`src/rtl/bank_loader.sv`:
```
// Host-side burst loader: buffers a valid/ready word stream and replays it
// into the Data Bank router one word per cycle while the system is READY.
module bank_loader #(
  parameter int W     = 24,
  parameter int ADDRW = 5,
  parameter int DEPTH = 4
) (
  input  logic             clk,
  input  logic             rst_n,
  input  logic             start,
  input  logic [ADDRW-1:0] base,
  input  logic [ADDRW:0]   len,
  input  logic             abort,
  input  logic             s_valid,
  input  logic [W-1:0]     s_data,
  output logic             s_ready,
  input  logic             READY,
  output logic [W-1:0]     DATA_IN,
  output logic [ADDRW-1:0] DIR,
  output logic             WRITE,
  output logic             busy,
  output logic             done
);

  localparam int AW = $clog2(DEPTH);
  localparam int CW = ADDRW + 1;
  localparam logic [AW:0] P_ONE = (AW+1)'(1);
  localparam logic [AW:0] P_FULL = (AW+1)'(DEPTH);
  localparam logic [CW-1:0] C_ONE = CW'(1);

  typedef enum logic [1:0] {
    IDLE,
    LOAD,
    DONE
  } state_t;

  state_t state;

  logic [W-1:0]     mem [DEPTH];
  logic [AW:0]      wptr;
  logic [AW:0]      rptr;
  logic [AW:0]      level;
  logic             empty;
  logic             full;
  logic             push;
  logic             pop;
  logic [ADDRW-1:0] base_q;
  logic [CW-1:0]    len_q;
  logic [CW-1:0]    acc_cnt;
  logic [CW-1:0]    wr_cnt;

  assign level = wptr - rptr;
  assign empty = (level == '0);
  assign full  = (level == P_FULL);

  // s_ready never looks at s_valid; full blocks push even on a pop cycle
  assign s_ready = (state == LOAD) && (acc_cnt < len_q) && !full;
  assign push    = s_valid && s_ready && !abort;
  assign pop     = (state == LOAD) && !empty && READY && !abort;

  always_ff @(posedge clk) begin
    if (push) mem[wptr[AW-1:0]] <= s_data;
  end

  always_ff @(posedge clk or negedge rst_n) begin
    if (!rst_n) begin
      state   <= IDLE;
      wptr    <= '0;
      rptr    <= '0;
      base_q  <= '0;
      len_q   <= '0;
      acc_cnt <= '0;
      wr_cnt  <= '0;
      DATA_IN <= '0;
      DIR     <= '0;
      WRITE   <= 1'b0;
      busy    <= 1'b0;
      done    <= 1'b0;
    end else if (abort) begin
      state   <= IDLE;
      wptr    <= '0;
      rptr    <= '0;
      acc_cnt <= '0;
      wr_cnt  <= '0;
      WRITE   <= 1'b0;
      busy    <= 1'b0;
      done    <= 1'b0;
    end else begin
      WRITE <= 1'b0;
      done  <= 1'b0;
      if (push) begin
        wptr    <= wptr + P_ONE;
        acc_cnt <= acc_cnt + C_ONE;
      end
      if (pop) begin
        rptr    <= rptr + P_ONE;
        DATA_IN <= mem[rptr[AW-1:0]];
        DIR     <= base_q + wr_cnt[ADDRW-1:0];
        WRITE   <= 1'b1;
        wr_cnt  <= wr_cnt + C_ONE;
      end
      unique case (state)
        IDLE: begin
          if (start && (len != '0)) begin
            base_q  <= base;
            len_q   <= len;
            acc_cnt <= '0;
            wr_cnt  <= '0;
            busy    <= 1'b1;
            state   <= LOAD;
          end
        end
        LOAD: begin
          // last word's WRITE cycle is already out; close the burst
          if (wr_cnt == len_q) begin
            busy  <= 1'b0;
            done  <= 1'b1;
            state <= DONE;
          end
        end
        DONE: begin
          state <= IDLE;
        end
        default: begin
          state <= IDLE;
        end
      endcase
    end
  end

endmodule

```
`config.mk`:
```
export PLATFORM = sky130hd
export DESIGN_NAME = bank_loader
export DESIGN_NICKNAME = d
export VERILOG_FILES = /design/src/rtl/bank_loader.sv
export SDC_FILE = /design/constraint.sdc
export NUM_CORES = 1
export LEC_CHECK = 0
export ABC_AREA = 1
export ABC_CLOCK_PERIOD_IN_PS = 2900
export BUFFER_PORTS_ARGS = -buffer_cell sky130_fd_sc_hd__buf_2
export CAP_MARGIN = 20
export CORE_MARGIN = 2
export CORE_UTILIZATION = 53
export DETAILED_ROUTE_END_ITERATION = 10
export GPL_ROUTABILITY_DRIVEN = 0
export GPL_TIMING_DRIVEN = 0
export PLACE_DENSITY = 0.87
export SLEW_MARGIN = 40
export SYNTH_ARGS = -nofsm -noshare
export SYNTH_HDL_FRONTEND = slang
export SYNTH_SLANG_ARGS = --single-unit
```
`constraint.sdc`:
```
create_clock -name clk -period 2.9 [get_ports clk]
set_input_delay 0.145 -clock clk [delete_from_list [all_inputs] [get_ports clk]]
set_output_delay 0.145 -clock clk [all_outputs]
set_load 0.05 [all_outputs]
```
# Word-level counts from Yosys, hierarchy flattened
# Memories as Yosys holds them, arrays and structs flattened. A register that Yosys moved wholly into a read port is not among the register bits.
# Index checks and enable logic that the tools add are counted.
dict set report classes {
  addsub 6
  n_lt_le_gt_ge 1
  n_eq_ne 5
  n_mux 27
  bitwise 1
  n_reduce_logical 22
}
# op count
set op_table {}
lappend op_table {{$mux 6} 8}
lappend op_table {{$add 6x1->6 const B} 2}
lappend op_table {{$mux 3} 4}
lappend op_table {{$mux 1} 10}
lappend op_table {{$logic_and 1x1->1} 8}
lappend op_table {{$add 3x1->3 const B} 2}
lappend op_table {{$eq 6x6->1} 1}
lappend op_table {{$lt 6x6->1} 1}
lappend op_table {{$mux 2} 3}
lappend op_table {{$reduce_and 3->1} 2}
lappend op_table {{$reduce_bool 6->1} 1}
lappend op_table {{$add 5x5->5} 1}
lappend op_table {{$logic_not 1->1} 4}
lappend op_table {{$pmux 2 s2} 1}
lappend op_table {{$reduce_and 2->1} 2}
lappend op_table {{$reduce_bool 2->1} 2}
lappend op_table {{$eq 3x3->1 const B} 1}
lappend op_table {{$logic_not 3->1} 1}
lappend op_table {{$ne 3x2->1 const B} 1}
lappend op_table {{$ne 3x3->1 const B} 1}
lappend op_table {{$reduce_bool 3->1} 1}
lappend op_table {{$sub 3x3->3} 1}
lappend op_table {{$eq 2x1->1 const B} 1}
lappend op_table {{$logic_not 2->1} 1}
lappend op_table {{2 further kinds} 2}
dict set report word_totals {
  register_bits 39
  ramBits 96
  elab_cells 74
  mem_count 1
}
# memory depth width rd rd_clocked_by_memory_dff wr line
set mem_list {}
lappend mem_list {mem 4 24 1 1 1 39} ;# logic [W-1:0] mem [DEPTH];

# Logic depth before layout (Yosys ltp)
# Gate-level depths: netlist of run 1.
dict set report depth {
  depth_word 10
  mapped_depth 13
  ltp_nobuf 13
}

# Worst setup path after synthesis of run 1
# No wires, ideal clock.
dict set report synth_timing {
  path_type {reg-to-reg}
  start {register rptr[1]}
  end {memory mem[0][0] (enable)}
  t_arrival_ns 2.658
  t_required_ns 2.495
  path_slack_ns -0.163
  stages_incl_launch_ff 9
  synth_period_minus_slack_ns 3.063
  cell_sequence {dfrtp_1 > inv_1 > clkbuf_1 > ha_1 > a21oi_1 > nand2_1 > nand3_1 > nand4_2 > nor2_1}
}
dict set report synth_via {
  elab_chain_len 8
}
# item line
set synth_lines {}
lappend synth_lines {{start, declared} 41} ;# logic [AW:0] rptr;
lappend synth_lines {{start signal, assigned} 96} ;# rptr <= rptr + P_ONE;
lappend synth_lines {{$sub 3x3->3} 52} ;# assign level = wptr - rptr;
lappend synth_lines {{$eq 3x3->1} 54} ;# assign full = (level == P_FULL);
lappend synth_lines {{$logic_not 1->1} 57} ;# assign s_ready = (state == LOAD) && (acc_cnt < len_q) && !full;
lappend synth_lines {{$logic_and 1x1->1} 57}
lappend synth_lines {{$logic_and 1x1->1 (2 in series)} 58} ;# assign push = s_valid && s_ready && !abort;
lappend synth_lines {{$mux 1} 62} ;# if (push) mem[wptr[AW-1:0]] <= s_data;
lappend synth_lines {{$mux 1 (implied by the code)} 62}
lappend synth_lines {{end, declared} 39}
# No other way between the ends.

# Worst setup path in the final report of run 1
dict set report layout_timing {
  start {register rptr[1]}
  end {memory mem[0][12] (enable)}
}
# Same word-level chain as after synthesis.

==> flow_summary.html, run 1 <==
<table>
<tr><th>Metric</th><th>Value</th></tr>
<tr><th colspan="2">Cells and area</th></tr>
<tr><td>Layout cell share with drive strength beyond 1</td><td>18.2%</td></tr>
<tr><td>Filler cell count</td><td>883</td></tr>
<tr><td>Number of diodes added for antenna fixing</td><td>0</td></tr>
<tr><td>Area overhead of the layout relative to synthesis</td><td>27.2%</td></tr>
<tr><td>Final #Nets</td><td>834</td></tr>
<tr><th colspan="2">Drt</th></tr>
<tr><td>Number of remaining DRC errors</td><td>0</td></tr>
<tr><td>Via-per-instance ratio</td><td>5.43</td></tr>
<tr><td>First-pass detailed-route iteration total</td><td>6</td></tr>
<tr><td>Total number of vias</td><td>5,206</td></tr>
<tr><td>Total routed wirelength</td><td>16,800 um</td></tr>
<tr><td>DRT iter0 DRCs</td><td>580</td></tr>
<tr><td>Number of nets with antenna violations after routing</td><td>0</td></tr>
<tr><td>Average wire per cell in the routed design</td><td>17.5 um</td></tr>
<tr><th colspan="2">Place</th></tr>
<tr><td>Detailed-placement wirelength estimate</td><td>9920 um</td></tr>
<tr><td>Pre-CTS WS</td><td>-0.415 ns</td></tr>
<tr><td>PortBufs</td><td>72</td></tr>
<tr><th colspan="2">Hold path</th></tr>
<tr><td>Hold endpoint</td><td>busy</td></tr>
<tr><td>Type of the most critical hold path</td><td>primary input to register</td></tr>
<tr><td>Hold Path Stages</td><td>6</td></tr>
<tr><td>Hold path startpoint</td><td>start</td></tr>
<tr><th colspan="2">STA</th></tr>
<tr><td>Remaining max-slew budget at the tightest pin</td><td>62.3%</td></tr>
<tr><td>Total count of hold-check failures in the final report</td><td>0</td></tr>
<tr><td>Tightest Pin Transition</td><td>0.566 ns</td></tr>
<tr><td>Final setup violation count</td><td>0</td></tr>
<tr><td>Share of the clock period used by the worst path after layout</td><td>92.5%</td></tr>
<tr><td>Pins Over Slew Limit</td><td>0</td></tr>
<tr><td>RSZ-0062 raised after global routing</td><td>false</td></tr>
<tr><td>Final hold slack</td><td>0.126 ns</td></tr>
<tr><td>Final worst path period need</td><td>2.68 ns</td></tr>
<tr><td>Max Clock Freq</td><td>373 MHz</td></tr>
<tr><td>Clock tree skew after final layout</td><td>0.00919 ns</td></tr>
<tr><td>Fin worst setup slack</td><td>0.219 ns</td></tr>
<tr><th colspan="2">Synth</th></tr>
<tr><td>Synth Warn #</td><td>0</td></tr>
<tr><td>Biggest area consumer among synthesized cells</td><td>edfxtp_1</td></tr>
<tr><td>Synthesized net count</td><td>694</td></tr>
<tr><td>Async set or reset register ratio after synthesis</td><td>39.6%</td></tr>
<tr><td>FF+latch count, synth</td><td>159</td></tr>
<tr><td>Area share of the leading cell type in the synthesized netlist</td><td>42.8%</td></tr>
<tr><td>Unique cell type count in the Yosys netlist</td><td>30</td></tr>
<tr><td>Average cell area after synthesis</td><td>10.6 um^2</td></tr>
<tr><td>Gate count after technology mapping</td><td>634</td></tr>
<tr><td>Leading cell types by total area after synthesis</td><td>edfxtp_1, dfrtp_1, nand2_1</td></tr>
<tr><td>Mapped cell area</td><td>6740 um^2</td></tr>
<tr><td>Primary flip-flop cell chosen by synthesis mapping</td><td>edfxtp_1</td></tr>
<tr><td>Number of synthesized flops with an enable pin</td><td>96</td></tr>
<tr><td>Sequential fraction of the synthesis area</td><td>66.1%</td></tr>
<tr><th colspan="2">Worst setup path</th></tr>
<tr><td>R2r worst-path depth</td><td>8</td></tr>
<tr><td>Critical-path maximum fanout</td><td>13</td></tr>
<tr><td>Worst Setup Start Kind</td><td>register</td></tr>
<tr><td>Family with the most delay on the worst path</td><td>simple AND/OR/NAND/NOR gates</td></tr>
<tr><td>Worst flop-to-flop path endpoint</td><td>mem[0][12]</td></tr>
<tr><td>Startpoint-to-endpoint class of the critical path</td><td>register to register</td></tr>
<tr><td>Number of buffers and inverters on the critical path</td><td>2</td></tr>
<tr><td>Critical Path End Type</td><td>register</td></tr>
<tr><td>Data required, critical path</td><td>3.04 ns</td></tr>
<tr><td>Crit-path max cell delay</td><td>0.53 ns</td></tr>
<tr><td>Setup slack of the worst register-to-register path</td><td>0.22 ns</td></tr>
<tr><td>Cell type of the slowest stage on the worst timing path</td><td>dfrtp_1</td></tr>
<tr><td>R2R Path Start</td><td>rptr[1]</td></tr>
<tr><td>Critical path data arrival time</td><td>2.82 ns</td></tr>
<tr><td>Cell chain of the critical path</td><td>clkinvlp_4, ha_1, a21oi_1, nand2_1, nand3_1, nand4_2, nor2_4, buf_16</td></tr>
<tr><th colspan="2">Floorplanning</th></tr>
<tr><td>Die Height</td><td>117 um</td></tr>
<tr><td>CORE AREA</td><td>12,500 um^2</td></tr>
<tr><td>Floorplan die area</td><td>13,600 um^2</td></tr>
<tr><td>Initial standard-cell utilization of the core</td><td>53.9%</td></tr>
<tr><td>DIE WIDTH</td><td>117 um</td></tr>
<tr><td>Total I/O pin count</td><td>74</td></tr>
<tr><td>Number of rows in the core area</td><td>41</td></tr>
<tr><th colspan="2">Pwr</th></tr>
<tr><td>Pwr dens</td><td>783 nW/um^2</td></tr>
<tr><td>Total leakage power</td><td>3.77 nW</td></tr>
<tr><td>Post-route total power</td><td>6.72 mW</td></tr>
<tr><td>Largest vdd supply drop</td><td>0.000683 V</td></tr>
<tr><th colspan="2">CTS</th></tr>
<tr><td>Clk buf depth</td><td>2</td></tr>
<tr><td>H-Tree Level Count</td><td>4</td></tr>
<tr><td>CTS root buffer</td><td>clkbuf_16</td></tr>
<tr><td>Clock sink total</td><td>159</td></tr>
<tr><td>Clock buffers created by TritonCTS</td><td>17</td></tr>
<tr><td>Clock slew seen by the registers of the worst setup and hold paths</td><td>0.06 ns</td></tr>
<tr><td>CTS tree</td><td>done</td></tr>
<tr><td>Clock network latency to the later pin of the worst-skew pair</td><td>0.43 ns</td></tr>
<tr><th colspan="2">Global route</th></tr>
<tr><td>Total routing usage reported by global routing</td><td>25.9%</td></tr>
<tr><td>Maximum number of pins on one net before global-route repair</td><td>44</td></tr>
<tr><td>Wire length of the first global-routing pass</td><td>26,200 um</td></tr>
<tr><td>Initial antenna violation count</td><td>0</td></tr>
<tr><td>Via count of the first global-routing pass</td><td>5,279</td></tr>
<tr><td>Overflow left after global routing</td><td>0</td></tr>
<tr><th colspan="2">Run</th></tr>
<tr><td>Max-cap check violation count</td><td>0</td></tr>
<tr><th colspan="2">Run status</th></tr>
<tr><td>Status</td><td>finished, final reports clean</td></tr>
</table>
## worst register-to-register path, cell delays in order, from the launching register on
cell and delay [ns]:
dfrtp_1 0.53, clkinvlp_4 0.22, ha_1 0.34, a21oi_1 0.17, nand2_1 0.10, nand3_1 0.09, nand4_2 0.39, nor2_4 0.36
buf_16 0.19
## report_power, final
part / total (mW) / switching [mW] / internal (mW) / leakage, nW
Combinational: 1.50 / 1.12 / 0.382 / 1.76
Clock: 2.40 / 0.987 / 1.42 / 0.311
Sequential: 2.81 / 0.158 / 2.65 / 1.70
## routing by layer
metal / part of all wire, % / wire length (um) / global-route usage [%] / vias up
met5: 0 / 0 / 0 / -
met4: 1.9 / 325 / 8.08 / 0
met3: 7.2 / 1210 / 5.82 / 34
met2: 52 / 8770 / 46.4 / 257
met1: 39 / 6490 / 31.5 / 2504
li1: - / - / - / 2411
## what timing repair did
item / in CTS / in global routing
hold buffers: 37 / 0
hold endpoints to repair: 172 / 0
gates cloned: 0 / 0
resized for setup: 0 / 1
setup buffers: 6 / 2
setup endpoints to repair: 97 / 97
pin swaps: 4 / 0
## worst max path at each step
stage          cells after the start  startpoint         end  slack (ns)
2_1_floorplan                      8     rptr[1]   mem[0][0]       -0.16
4_1_cts                            8     rptr[1]   mem[0][2]        0.03
3_5_place_dp                       9     rptr[1]  mem[0][12]       -0.41
5_1_grt                            8     rptr[1]   mem[0][0]        0.02
3_3_place_gp                       8     rptr[1]  mem[0][12]       -1.41
6_report                           8     rptr[1]  mem[0][12]        0.22
## registers in the layout (all words and copies together) (netlist names), 2 cells and up
name and count:
mem 96, wptr 3, acc_cnt 6, wr_cnt 6
DATA_IN 24, len_q 6, rptr 3, state 2
DIR 5, base_q 5
## cell families after synthesis
family / after synthesis / synth area share (%)
flip-flops: 159 / 66.1
adder cells (fa/ha/maj): 19 / 3.64
buffers and inverters: 68 / 4.16
AND/OR/NAND/NOR: 271 / 16.3
AO/OA/AOI/OAI: 106 / 8.37
XOR/XNOR: 11 / 1.43
## cell usage after synthesis, types with 4 or more instances
library cell and number:
o21ai_1 5, o21ai_0 64, nor2_1 75, dfrtp_1 63
nand3_1 14, inv_1 43, a21oi_1 12, o22ai_1 24
xor2_1 8, nand2_2 4, edfxtp_1 96, nand2_1 165
nand4_1 4, buf_2 6, ha_1 18, clkbuf_1 13
## placed cells by master, fill, tap and decap left out, types with 12 or more instances in the layout
cell type | synthesis | layout
dfrtp_1 | 63 | 63
nand3_1 | 14 | 14
inv_1 | 43 | 42
a21oi_1 | 12 | 12
nor2_1 | 75 | 71
o22ai_1 | 24 | 24
nand2_1 | 165 | 165
edfxtp_1 | 96 | 96
ha_1 | 18 | 18
clkbuf_1 | 13 | 13
dlygate4sd3_1 | 0 | 37
buf_2 | 6 | 77
o21ai_0 | 64 | 64
clkbuf_16 | 0 | 17
## area by class of cell
cell class              instances  area (um^2)  area share, %
inverters                      45          175           2.04
clock buffers                  19          443           5.16
well taps                     172          215           2.51
multi-input cells             407         2030           23.7
clock inverters                13          188           2.19
plain buffers                  22          105           1.23
flip-flops and latches        159         4460           52.0
repair buffers                122          961           11.2
## metrics by stage
step           TNS, ns  cell area (um^2)  instances  util [%]
6_report             0              8580        959      68.5
4_1_cts              0              8560        957      68.4
2_1_floorplan   -15.62              6740        634         -
3_5_place_dp    -30.06              7480        883      59.8
5_1_grt              0              8580        959      68.5
3_3_place_gp   -130.29              7320        878      58.5
Note: power is estimated with default switching activity, not from simulation.
==> inputs of run 2 (changes only) <==
--- a/config.mk
+++ b/config.mk
@@ -5,16 +5,16 @@
 export SDC_FILE = /design/constraint.sdc
 export NUM_CORES = 1
 export LEC_CHECK = 0
-export ABC_AREA = 1
+export ABC_AREA = 0
 export ABC_CLOCK_PERIOD_IN_PS = 2900
 export BUFFER_PORTS_ARGS = -buffer_cell sky130_fd_sc_hd__buf_2
 export CAP_MARGIN = 20
 export CORE_MARGIN = 2
-export CORE_UTILIZATION = 53
+export CORE_UTILIZATION = 52
 export DETAILED_ROUTE_END_ITERATION = 10
 export GPL_ROUTABILITY_DRIVEN = 0
 export GPL_TIMING_DRIVEN = 0
-export PLACE_DENSITY = 0.87
+export PLACE_DENSITY = 0.86
 export SLEW_MARGIN = 40
 export SYNTH_ARGS = -nofsm -noshare
 export SYNTH_HDL_FRONTEND = slang
==> flow_summary.html, run 2 <==
<table>
<tr><th>Metric</th><th>Value</th></tr>
<tr><th colspan="2">Run status</th></tr>
<tr><td>Status</td><td>finished, final reports clean</td></tr>
<tr><th colspan="2">Synth</th></tr>
<tr><td>Top cell types by occurrence after synthesis</td><td>edfxtp_1, dfrtp_1, mux2_2</td></tr>
<tr><td>Sequential fraction of the synthesis area</td><td>68.2% (+2.1 points)</td></tr>
<tr><td>Average cell area after synthesis</td><td>16.6 um^2 (+56%)</td></tr>
<tr><td>Unique cell type count in the Yosys netlist</td><td>42 (+40%)</td></tr>
<tr><td>Leading cell types by total area after synthesis</td><td>edfxtp_1, dfrtp_1, mux4_2</td></tr>
<tr><td>Async set or reset register ratio after synthesis</td><td>39.6% (unchanged)</td></tr>
<tr><td>Synth Warn #</td><td>0 (unchanged)</td></tr>
<tr><td>Mapped cell area</td><td>6540 um^2 (-3.0%)</td></tr>
<tr><td>Area share of the leading cell type in the synthesized netlist</td><td>44.1% (+1.3 points)</td></tr>
<tr><td>Primary flip-flop cell chosen by synthesis mapping</td><td>edfxtp_1</td></tr>
<tr><td>Biggest area consumer among synthesized cells</td><td>edfxtp_1</td></tr>
<tr><td>Number of synthesized flops with an enable pin</td><td>96 (unchanged)</td></tr>
<tr><td>Library cell with the highest instance count after synthesis</td><td>edfxtp_1</td></tr>
<tr><td>FF+latch count, synth</td><td>159 (unchanged)</td></tr>
<tr><td>Synthesized net count</td><td>455 (-34%)</td></tr>
<tr><td>Gate count after technology mapping</td><td>395 (-38%)</td></tr>
<tr><th colspan="2">STA</th></tr>
<tr><td>Max Clock Freq</td><td>367 MHz (-1.6%)</td></tr>
<tr><td>Remaining max-slew budget at the tightest pin</td><td>56.5% (-5.7 points)</td></tr>
<tr><td>Clock tree skew after final layout</td><td>0.0141 ns (+0.00487 ns)</td></tr>
<tr><td>Tightest Pin Transition</td><td>0.650 ns (+0.0846 ns)</td></tr>
<tr><td>Final worst path period need</td><td>2.73 ns (+0.0449 ns)</td></tr>
<tr><td>Total count of hold-check failures in the final report</td><td>0 (unchanged)</td></tr>
<tr><td>Sum Neg Setup Slack</td><td>0 ns (unchanged)</td></tr>
<tr><td>Pins Over Slew Limit</td><td>0 (unchanged)</td></tr>
<tr><td>Share of the clock period used by the worst path after layout</td><td>94.0% (+1.5 points)</td></tr>
<tr><td>Final setup violation count</td><td>0 (unchanged)</td></tr>
<tr><td>RSZ-0062 raised after global routing</td><td>false</td></tr>
<tr><th colspan="2">Floorplanning</th></tr>
<tr><td>CORE AREA</td><td>12,200 um^2 (-2.8%)</td></tr>
<tr><td>Floorplan die area</td><td>13,500 um^2 (-1.1%)</td></tr>
<tr><td>Number of rows in the core area</td><td>40 (-2.4%)</td></tr>
<tr><td>Total I/O pin count</td><td>74 (unchanged)</td></tr>
<tr><td>DIE WIDTH</td><td>116 um (-0.56%)</td></tr>
<tr><td>Initial standard-cell utilization of the core</td><td>53.8% (-0.10 points)</td></tr>
<tr><td>Die Height</td><td>116 um (-0.56%)</td></tr>
<tr><th colspan="2">Run</th></tr>
<tr><td>Max-cap check violation count</td><td>0 (unchanged)</td></tr>
<tr><th colspan="2">Cells and area</th></tr>
<tr><td>Filler cell count</td><td>826 (-6.5%)</td></tr>
<tr><td>Area overhead of the layout relative to synthesis</td><td>24.8%</td></tr>
<tr><td>Layout Utilization</td><td>67.1% (-1.4 points)</td></tr>
<tr><td>Layout cell share with drive strength beyond 1</td><td>34.8% (+17 points)</td></tr>
<tr><td>Max reg flops</td><td>96 (unchanged)</td></tr>
<tr><td>Commonest non-fill, non-tap cell in the layout</td><td>edfxtp_1</td></tr>
<tr><td>Number of diodes added for antenna fixing</td><td>0 (unchanged)</td></tr>
<tr><td>Most used cells in the layout excluding fill and tap cells</td><td>edfxtp_1, buf_2, dfrtp_1</td></tr>
<tr><td>Final #Nets</td><td>588 (-29%)</td></tr>
<tr><td>Post-route insts no fill</td><td>709 (-26%)</td></tr>
<tr><th colspan="2">Worst setup path</th></tr>
<tr><td>Worst Setup Start Kind</td><td>register</td></tr>
<tr><td>Critical-path maximum fanout</td><td>10 (-3)</td></tr>
<tr><td>R2R Path Start</td><td>rptr[1]</td></tr>
<tr><td>Critical Path End Type</td><td>output pin</td></tr>
<tr><td>Cell type of the slowest stage on the worst timing path</td><td>dfrtp_1</td></tr>
<tr><td>Critical path data arrival time</td><td>2.58 ns (-0.24 ns)</td></tr>
<tr><td>Data required, critical path</td><td>2.76 ns (-0.28 ns)</td></tr>
<tr><td>Startpoint-to-endpoint class of the critical path</td><td>register to output pin</td></tr>
<tr><td>Family with the most delay on the worst path</td><td>buffers and inverters</td></tr>
<tr><td>Cell chain of the critical path</td><td>clkbuf_4, buf_4, inv_1, ha_1, nor2b_2, xor2_2, o22ai_1, nor3_1, buf_2</td></tr>
<tr><td>Number of buffers and inverters on the critical path</td><td>4 (+2)</td></tr>
<tr><td>Origin of the worst setup path</td><td>rptr[1]</td></tr>
<tr><td>Crit-path max cell delay</td><td>0.35 ns (-0.18 ns)</td></tr>
<tr><th colspan="2">CTS</th></tr>
<tr><td>Clk buf depth</td><td>2 (unchanged)</td></tr>
<tr><td>Clock network latency to the later pin of the worst-skew pair</td><td>0.42 ns (about the same)</td></tr>
<tr><td>CTS root buffer</td><td>clkbuf_16</td></tr>
<tr><td>CTS tree</td><td>done</td></tr>
<tr><td>Clock sink total</td><td>159 (unchanged)</td></tr>
<tr><td>Clock buffers created by TritonCTS</td><td>17 (unchanged)</td></tr>
<tr><td>Clock slew seen by the registers of the worst setup and hold paths</td><td>0.06 ns (about the same)</td></tr>
<tr><td>H-Tree Level Count</td><td>4 (unchanged)</td></tr>
<tr><th colspan="2">Pwr</th></tr>
<tr><td>Largest vdd supply drop</td><td>0.000823 V (+20%)</td></tr>
<tr><td>Clock share of power</td><td>33.0% (-2.8 points)</td></tr>
<tr><td>Sequential power share</td><td>43.5% (+1.7 points)</td></tr>
<tr><td>Post-route total power</td><td>6.48 mW (-3.5%)</td></tr>
<tr><td>Total net switching power</td><td>2.15 mW (-5.4%)</td></tr>
<tr><td>Combinational fraction of design power</td><td>23.5% (+1.1 points)</td></tr>
<tr><td>Switching power as a share of total power</td><td>33.1% (-0.66 points)</td></tr>
<tr><td>Internal power</td><td>4.33 mW (-2.6%)</td></tr>
<tr><td>Pwr dens</td><td>794 nW/um^2 (+1.4%)</td></tr>
<tr><td>Total leakage power</td><td>3.28 nW (-13%)</td></tr>
<tr><th colspan="2">Place</th></tr>
<tr><td>Detailed-placement wirelength estimate</td><td>8320 um (-16%)</td></tr>
<tr><td>Placed instance count</td><td>639 (-28%)</td></tr>
<tr><td>PortBufs</td><td>72 (unchanged)</td></tr>
<tr><th colspan="2">Drt</th></tr>
<tr><td>DRT iter0 DRCs</td><td>260 (-55%)</td></tr>
<tr><td>Average wire per cell in the routed design</td><td>18.5 um (+5.8%)</td></tr>
<tr><td>Via-per-instance ratio</td><td>5.43 (about the same)</td></tr>
<tr><td>Number of nets with antenna violations after routing</td><td>0 (unchanged)</td></tr>
<tr><td>Total number of vias</td><td>3,851 (-26%)</td></tr>
<tr><td>First-pass detailed-route iteration total</td><td>5 (-1)</td></tr>
<tr><td>Total routed wirelength</td><td>13,100 um (-22%)</td></tr>
<tr><td>Number of remaining DRC errors</td><td>0 (unchanged)</td></tr>
<tr><th colspan="2">Hold path</th></tr>
<tr><td>Type of the most critical hold path</td><td>primary input to register</td></tr>
<tr><td>Hold path startpoint</td><td>start</td></tr>
<tr><th colspan="2">Global route</th></tr>
<tr><td>Maximum number of pins on one net before global-route repair</td><td>35 (-20%)</td></tr>
<tr><td>Total routing usage reported by global routing</td><td>21.4% (-4.5 points)</td></tr>
<tr><td>Overflow left after global routing</td><td>0 (unchanged)</td></tr>
<tr><td>Via count of the first global-routing pass</td><td>4,094 (-22%)</td></tr>
<tr><td>Initial antenna violation count</td><td>0 (unchanged)</td></tr>
<tr><td>Wire length of the first global-routing pass</td><td>20,900 um (-20%)</td></tr>
</table>
==> run 2: what timing repair did <==
item	in CTS	in global routing
setup buffers	1	0
cloned	1	0
pin swaps	3	1
hold buffers	36	0
resized for setup	6	6
setup endpoints to repair	94	86
endpoints found under the hold margin	140	0
==> run 2: worst reg2reg max path, delay by kind of cell (launching register included) <==
kind	cells	cell delay, ns
buffers and inverters	6	1.10
XOR/XNOR	1	0.20
AO/OA/AOI/OAI	1	0.22
AND/OR/NAND/NOR	2	0.37
flip-flops	1	0.35
adder cells (fa/ha/maj)	1	0.18
==> run 2: power groups by stage <==
stage / Sequential [mW] / Clock [mW] / Combinational, mW
after CTS: 2.82 / 2.16 / 1.53
after detailed placement: 2.86 / 0 / 1.49
after floorplan: 3.52 / 0 / 0.410
final: 2.82 / 2.14 / 1.52
after global placement: 2.85 / 0 / 1.44
after global routing: 2.85 / 2.28 / 1.61
==> run 2: layout make-up <==
type | count | area [um^2] | share of cell area, %
Inverter | 18 | 67.6 | 0.828
Buffer | 15 | 82.6 | 1.01
Sequential cell | 159 | 4460 | 54.7
Multi-Input combinational cell | 204 | 1980 | 24.3
Clock buffer | 18 | 439 | 5.38
Timing Repair Buffer | 113 | 785 | 9.62
Clock inverter | 14 | 133 | 1.63
Tap cell | 168 | 210 | 2.58
==> run 2: cells by family (layout without fill, tap and decap cells) <==
group / after synthesis / after routing / share of synthesized area [%]
buf+inv: 33 / 178 / 2.14
xor+xnor: 19 / 19 / 2.78
fa+ha+maj: 19 / 19 / 3.75
flops: 159 / 159 / 68.2
mux: 55 / 55 / 13.6
simple gates: 62 / 63 / 4.69
compound gates: 48 / 48 / 4.84
==> run 2: worst paths after layout <==
check / end / cells past startpoint / slack [ns]
max in group asynchronous: acc_cnt[5] / 3 / 2.13
min in group asynchronous: DIR[4] / 2 / 0.24
setup reg to reg: mem[3][10] / 11 / 0.18
setup / recovery: s_ready / 9 / 0.17
hold reg to reg: DIR[1] / 2 / 0.48
hold / removal: busy / 3 / 0.11
==> run 2: layer usage <==
layer	up-vias	routed length [um]	global-route usage, %
met5	-	0	0
met4	0	300	8.17
met3	20	812	7.47
met2	123	6880	36.5
met1	1945	5150	25.2
li1	1763	-	-
==> run 2: metrics by stage <==
| step | setup WS, ns | cell area [um^2] | hold WS (ns) |
|---|---|---|---|
| floorplan | 0.0811 | 6550 | -0.151 |
| CTS | -0.00605 | 8140 | 0.0851 |
| detailed placement | -0.294 | 7180 | 0.142 |
| global route | 0.0274 | 8160 | 0.107 |
| finish | 0.174 | 8160 | 0.108 |
| global placement | -0.742 | 7120 | 0.353 |
==> inputs of run 3 (changes only) <==
--- a/config.mk
+++ b/config.mk
@@ -6,15 +6,16 @@
 export NUM_CORES = 1
 export LEC_CHECK = 0
 export ABC_AREA = 0
-export ABC_CLOCK_PERIOD_IN_PS = 2900
+export ABC_CLOCK_PERIOD_IN_PS = 2600
 export BUFFER_PORTS_ARGS = -buffer_cell sky130_fd_sc_hd__buf_2
 export CAP_MARGIN = 20
 export CORE_MARGIN = 2
-export CORE_UTILIZATION = 52
+export CORE_UTILIZATION = 56
 export DETAILED_ROUTE_END_ITERATION = 10
 export GPL_ROUTABILITY_DRIVEN = 0
 export GPL_TIMING_DRIVEN = 0
-export PLACE_DENSITY = 0.86
+export PLACE_DENSITY = 0.88
+export REMOVE_ABC_BUFFERS = 1
 export SLEW_MARGIN = 40
 export SYNTH_ARGS = -nofsm -noshare
 export SYNTH_HDL_FRONTEND = slang
==> constraint.sdc (replaced) <==
create_clock -name clk -period 2.6 [get_ports clk]
set_input_delay 0.13 -clock clk [delete_from_list [all_inputs] [get_ports clk]]
set_output_delay 0.13 -clock clk [all_outputs]
set_load 0.05 [all_outputs]
==> flow_summary.html, run 3 (same netlist as run 2, synthesis figures left out) <==
<table>
<tr><th>Metric</th><th>Value</th></tr>
<tr><th colspan="2">Pwr</th></tr>
<tr><td>Total leakage power</td><td>3.30 nW (+0.59%)</td></tr>
<tr><td>Largest vdd supply drop</td><td>0.000638 V (-22%)</td></tr>
<tr><td>Post-route total power</td><td>7.21 mW (+11%)</td></tr>
<tr><td>Pwr dens</td><td>879 nW/um^2 (+11%)</td></tr>
<tr><th colspan="2">Worst setup path</th></tr>
<tr><td>Setup slack of the worst register-to-register path</td><td>0.10 ns (-0.08 ns)</td></tr>
<tr><td>Worst Setup Start Kind</td><td>register</td></tr>
<tr><td>Data required, critical path</td><td>2.74 ns (-0.02 ns)</td></tr>
<tr><td>Critical path data arrival time</td><td>2.64 ns (+0.06 ns)</td></tr>
<tr><td>Critical Path End Type</td><td>register</td></tr>
<tr><td>R2R Path Start</td><td>len_q[3]</td></tr>
<tr><td>Worst flop-to-flop path endpoint</td><td>mem[3][12]</td></tr>
<tr><td>R2r worst-path depth</td><td>9 (-2)</td></tr>
<tr><td>Startpoint-to-endpoint class of the critical path</td><td>register to register</td></tr>
<tr><td>Critical-path maximum fanout</td><td>9 (-1)</td></tr>
<tr><th colspan="2">CTS</th></tr>
<tr><td>Clock slew seen by the registers of the worst setup and hold paths</td><td>0.06 ns (about the same)</td></tr>
<tr><td>H-Tree Level Count</td><td>4 (unchanged)</td></tr>
<tr><td>Clock network latency to the later pin of the worst-skew pair</td><td>0.43 ns (about the same)</td></tr>
<tr><td>Clk buf depth</td><td>2 (unchanged)</td></tr>
<tr><td>CTS tree</td><td>done</td></tr>
<tr><td>Clock buffers created by TritonCTS</td><td>17 (unchanged)</td></tr>
<tr><td>Clock sink total</td><td>159 (unchanged)</td></tr>
<tr><td>CTS root buffer</td><td>clkbuf_16</td></tr>
<tr><th colspan="2">Drt</th></tr>
<tr><td>Total number of vias</td><td>3,903 (+1.4%)</td></tr>
<tr><td>DRT iter0 DRCs</td><td>318 (+22%)</td></tr>
<tr><td>First-pass detailed-route iteration total</td><td>4 (-1)</td></tr>
<tr><td>Number of remaining DRC errors</td><td>0 (unchanged)</td></tr>
<tr><td>Number of nets with antenna violations after routing</td><td>0 (unchanged)</td></tr>
<tr><td>Via-per-instance ratio</td><td>5.69 (+4.7%)</td></tr>
<tr><td>Total routed wirelength</td><td>13,700 um (+4.3%)</td></tr>
<tr><td>Average wire per cell in the routed design</td><td>20.0 um (+7.8%)</td></tr>
<tr><th colspan="2">Hold path</th></tr>
<tr><td>Type of the most critical hold path</td><td>primary input to register</td></tr>
<tr><td>Hold endpoint</td><td>wptr[0]</td></tr>
<tr><td>Hold path startpoint</td><td>abort</td></tr>
<tr><td>Hold Path Stages</td><td>2 (-1)</td></tr>
<tr><th colspan="2">Cells and area</th></tr>
<tr><td>Post-route insts no fill</td><td>686 (-3.2%)</td></tr>
<tr><td>Area overhead of the layout relative to synthesis</td><td>25.5%</td></tr>
<tr><td>Max reg flops</td><td>96 (unchanged)</td></tr>
<tr><td>Number of diodes added for antenna fixing</td><td>0 (unchanged)</td></tr>
<tr><td>Final #Nets</td><td>590 (+0.34%)</td></tr>
<tr><td>Layout cell share with drive strength beyond 1</td><td>35.7% (+0.98 points)</td></tr>
<tr><td>Layout Utilization</td><td>71.8% (+4.7 points)</td></tr>
<tr><td>Commonest non-fill, non-tap cell in the layout</td><td>edfxtp_1</td></tr>
<tr><td>Most used cells in the layout excluding fill and tap cells</td><td>edfxtp_1, buf_2, dfrtp_1</td></tr>
<tr><th colspan="2">STA</th></tr>
<tr><td>Clock tree skew after final layout</td><td>0.00911 ns (-0.00495 ns)</td></tr>
<tr><td>Total count of hold-check failures in the final report</td><td>0 (unchanged)</td></tr>
<tr><td>Tightest Pin Transition</td><td>0.700 ns (+0.0502 ns)</td></tr>
<tr><td>Fin worst setup slack</td><td>0.103 ns (-0.0709 ns)</td></tr>
<tr><td>Final hold slack</td><td>0.0992 ns (-0.00918 ns)</td></tr>
<tr><td>Final setup violation count</td><td>0 (unchanged)</td></tr>
<tr><td>Remaining max-slew budget at the tightest pin</td><td>53.1% (-3.4 points)</td></tr>
<tr><td>Max Clock Freq</td><td>400 MHz</td></tr>
<tr><td>Share of the clock period used by the worst path after layout</td><td>96.0%</td></tr>
<tr><td>Pins Over Slew Limit</td><td>0 (unchanged)</td></tr>
<tr><td>Final worst path period need</td><td>2.50 ns</td></tr>
<tr><th colspan="2">Floorplanning</th></tr>
<tr><td>Floorplan die area</td><td>12,600 um^2 (-6.9%)</td></tr>
<tr><td>Total I/O pin count</td><td>74 (unchanged)</td></tr>
<tr><td>DIE WIDTH</td><td>112 um (-3.5%)</td></tr>
<tr><td>Die Height</td><td>112 um (-3.5%)</td></tr>
<tr><td>Initial standard-cell utilization of the core</td><td>57.3% (+3.5 points)</td></tr>
<tr><td>Number of rows in the core area</td><td>39 (-2.5%)</td></tr>
<tr><td>CORE AREA</td><td>11,400 um^2 (-6.1%)</td></tr>
<tr><th colspan="2">Global route</th></tr>
<tr><td>Overflow left after global routing</td><td>0 (unchanged)</td></tr>
<tr><td>Maximum number of pins on one net before global-route repair</td><td>35 (unchanged)</td></tr>
<tr><td>Global Route met3 Usage</td><td>6.91% (-0.56 points)</td></tr>
<tr><td>Wire length of the first global-routing pass</td><td>22,100 um (+5.7%)</td></tr>
<tr><td>Gr busiest metal</td><td>met2</td></tr>
<tr><td>Met1 Usage GRT</td><td>27.9% (+2.8 points)</td></tr>
<tr><td>Initial antenna violation count</td><td>0 (unchanged)</td></tr>
<tr><td>Via count of the first global-routing pass</td><td>4,255 (+3.9%)</td></tr>
<tr><td>Global routing usage on met2</td><td>40.7% (+4.2 points)</td></tr>
<tr><td>Total routing usage reported by global routing</td><td>23.6% (+2.2 points)</td></tr>
<tr><th colspan="2">Place</th></tr>
<tr><td>PortBufs</td><td>73 (+1.4%)</td></tr>
<tr><td>Placed instance count</td><td>604 (-5.5%)</td></tr>
<tr><td>Pre-CTS WS</td><td>-0.720 ns (-0.426 ns)</td></tr>
<tr><td>Detailed-placement wirelength estimate</td><td>7910 um (-5.0%)</td></tr>
<tr><th colspan="2">Run</th></tr>
<tr><td>Max-cap check violation count</td><td>0 (unchanged)</td></tr>
<tr><th colspan="2">Run status</th></tr>
<tr><td>Status</td><td>finished, final reports clean</td></tr>
</table>
[run 3: worst max path at each step]
| stage | from | end | slack (ns) |
|---|---|---|---|
| after floorplan | rptr[0] | mem[3][0] | -1.79 |
| after global placement | rptr[0] | mem[3][12] | -3.63 |
| after detailed placement | rptr[1] | mem[0][8] | -0.72 |
| after CTS | wptr[0] | mem[0][21] | 0.006 |
| after global routing | wptr[0] | mem[3][12] | -0.04 |
| final | len_q[3] | mem[3][12] | 0.10 |
[run 3: where the power goes]
group | internal, mW | switching, mW
Sequential | 2.98 | 0.179
Clock | 1.34 | 0.986
Combinational | 0.520 | 1.21
Total | 4.84 | 2.37
[run 3: worst max-delay path, stage by stage, from the launching register on]
cell and delay (ns):
dfrtp_1 0.39, inv_1 0.07, ha_1 0.30, a21oi_1 0.20
o2111a_1 0.26, o221ai_4 0.18, nor3_2 0.26, buf_6 0.18
buf_2 0.19, buf_4 0.17
[run 3: repair_timing]
item                                    in CTS  in global routing
pin swaps                                    1                  5
endpoints found under the setup margin     123                 82
cloned                                       0                  3
hold buffers                                36                  0
buffers inserted                             6                  5
endpoints found under the hold margin      170                  0
gates resized for setup                      6                  8
[run 3: through the flow]
stage	setup TNS [ns]	cell area, um^2
2_1_floorplan	-128.39	6460
3_3_place_gp	-287.03	7010
3_5_place_dp	-59.59	7120
4_1_cts	0	8120
5_1_grt	-0.197	8200
6_report	0	8200
[run 3: metal layers]
layer  part of all wire (%)  vias to the layer above
li1                       -                     1778
met1                     39                     1985
met2                     53                      116
met3                    5.8                       24
met4                    1.8                        0
met5                      0                        -
[run 3: cell type report]
type | count | area (um^2)
clock inverters | 13 | 111
fillers | 683 | 3220
clock buffers | 19 | 443
repair buffers | 128 | 923
inverters | 18 | 67.6
flip-flops and latches | 159 | 4470
well taps | 143 | 179
multi-input cells | 206 | 2010
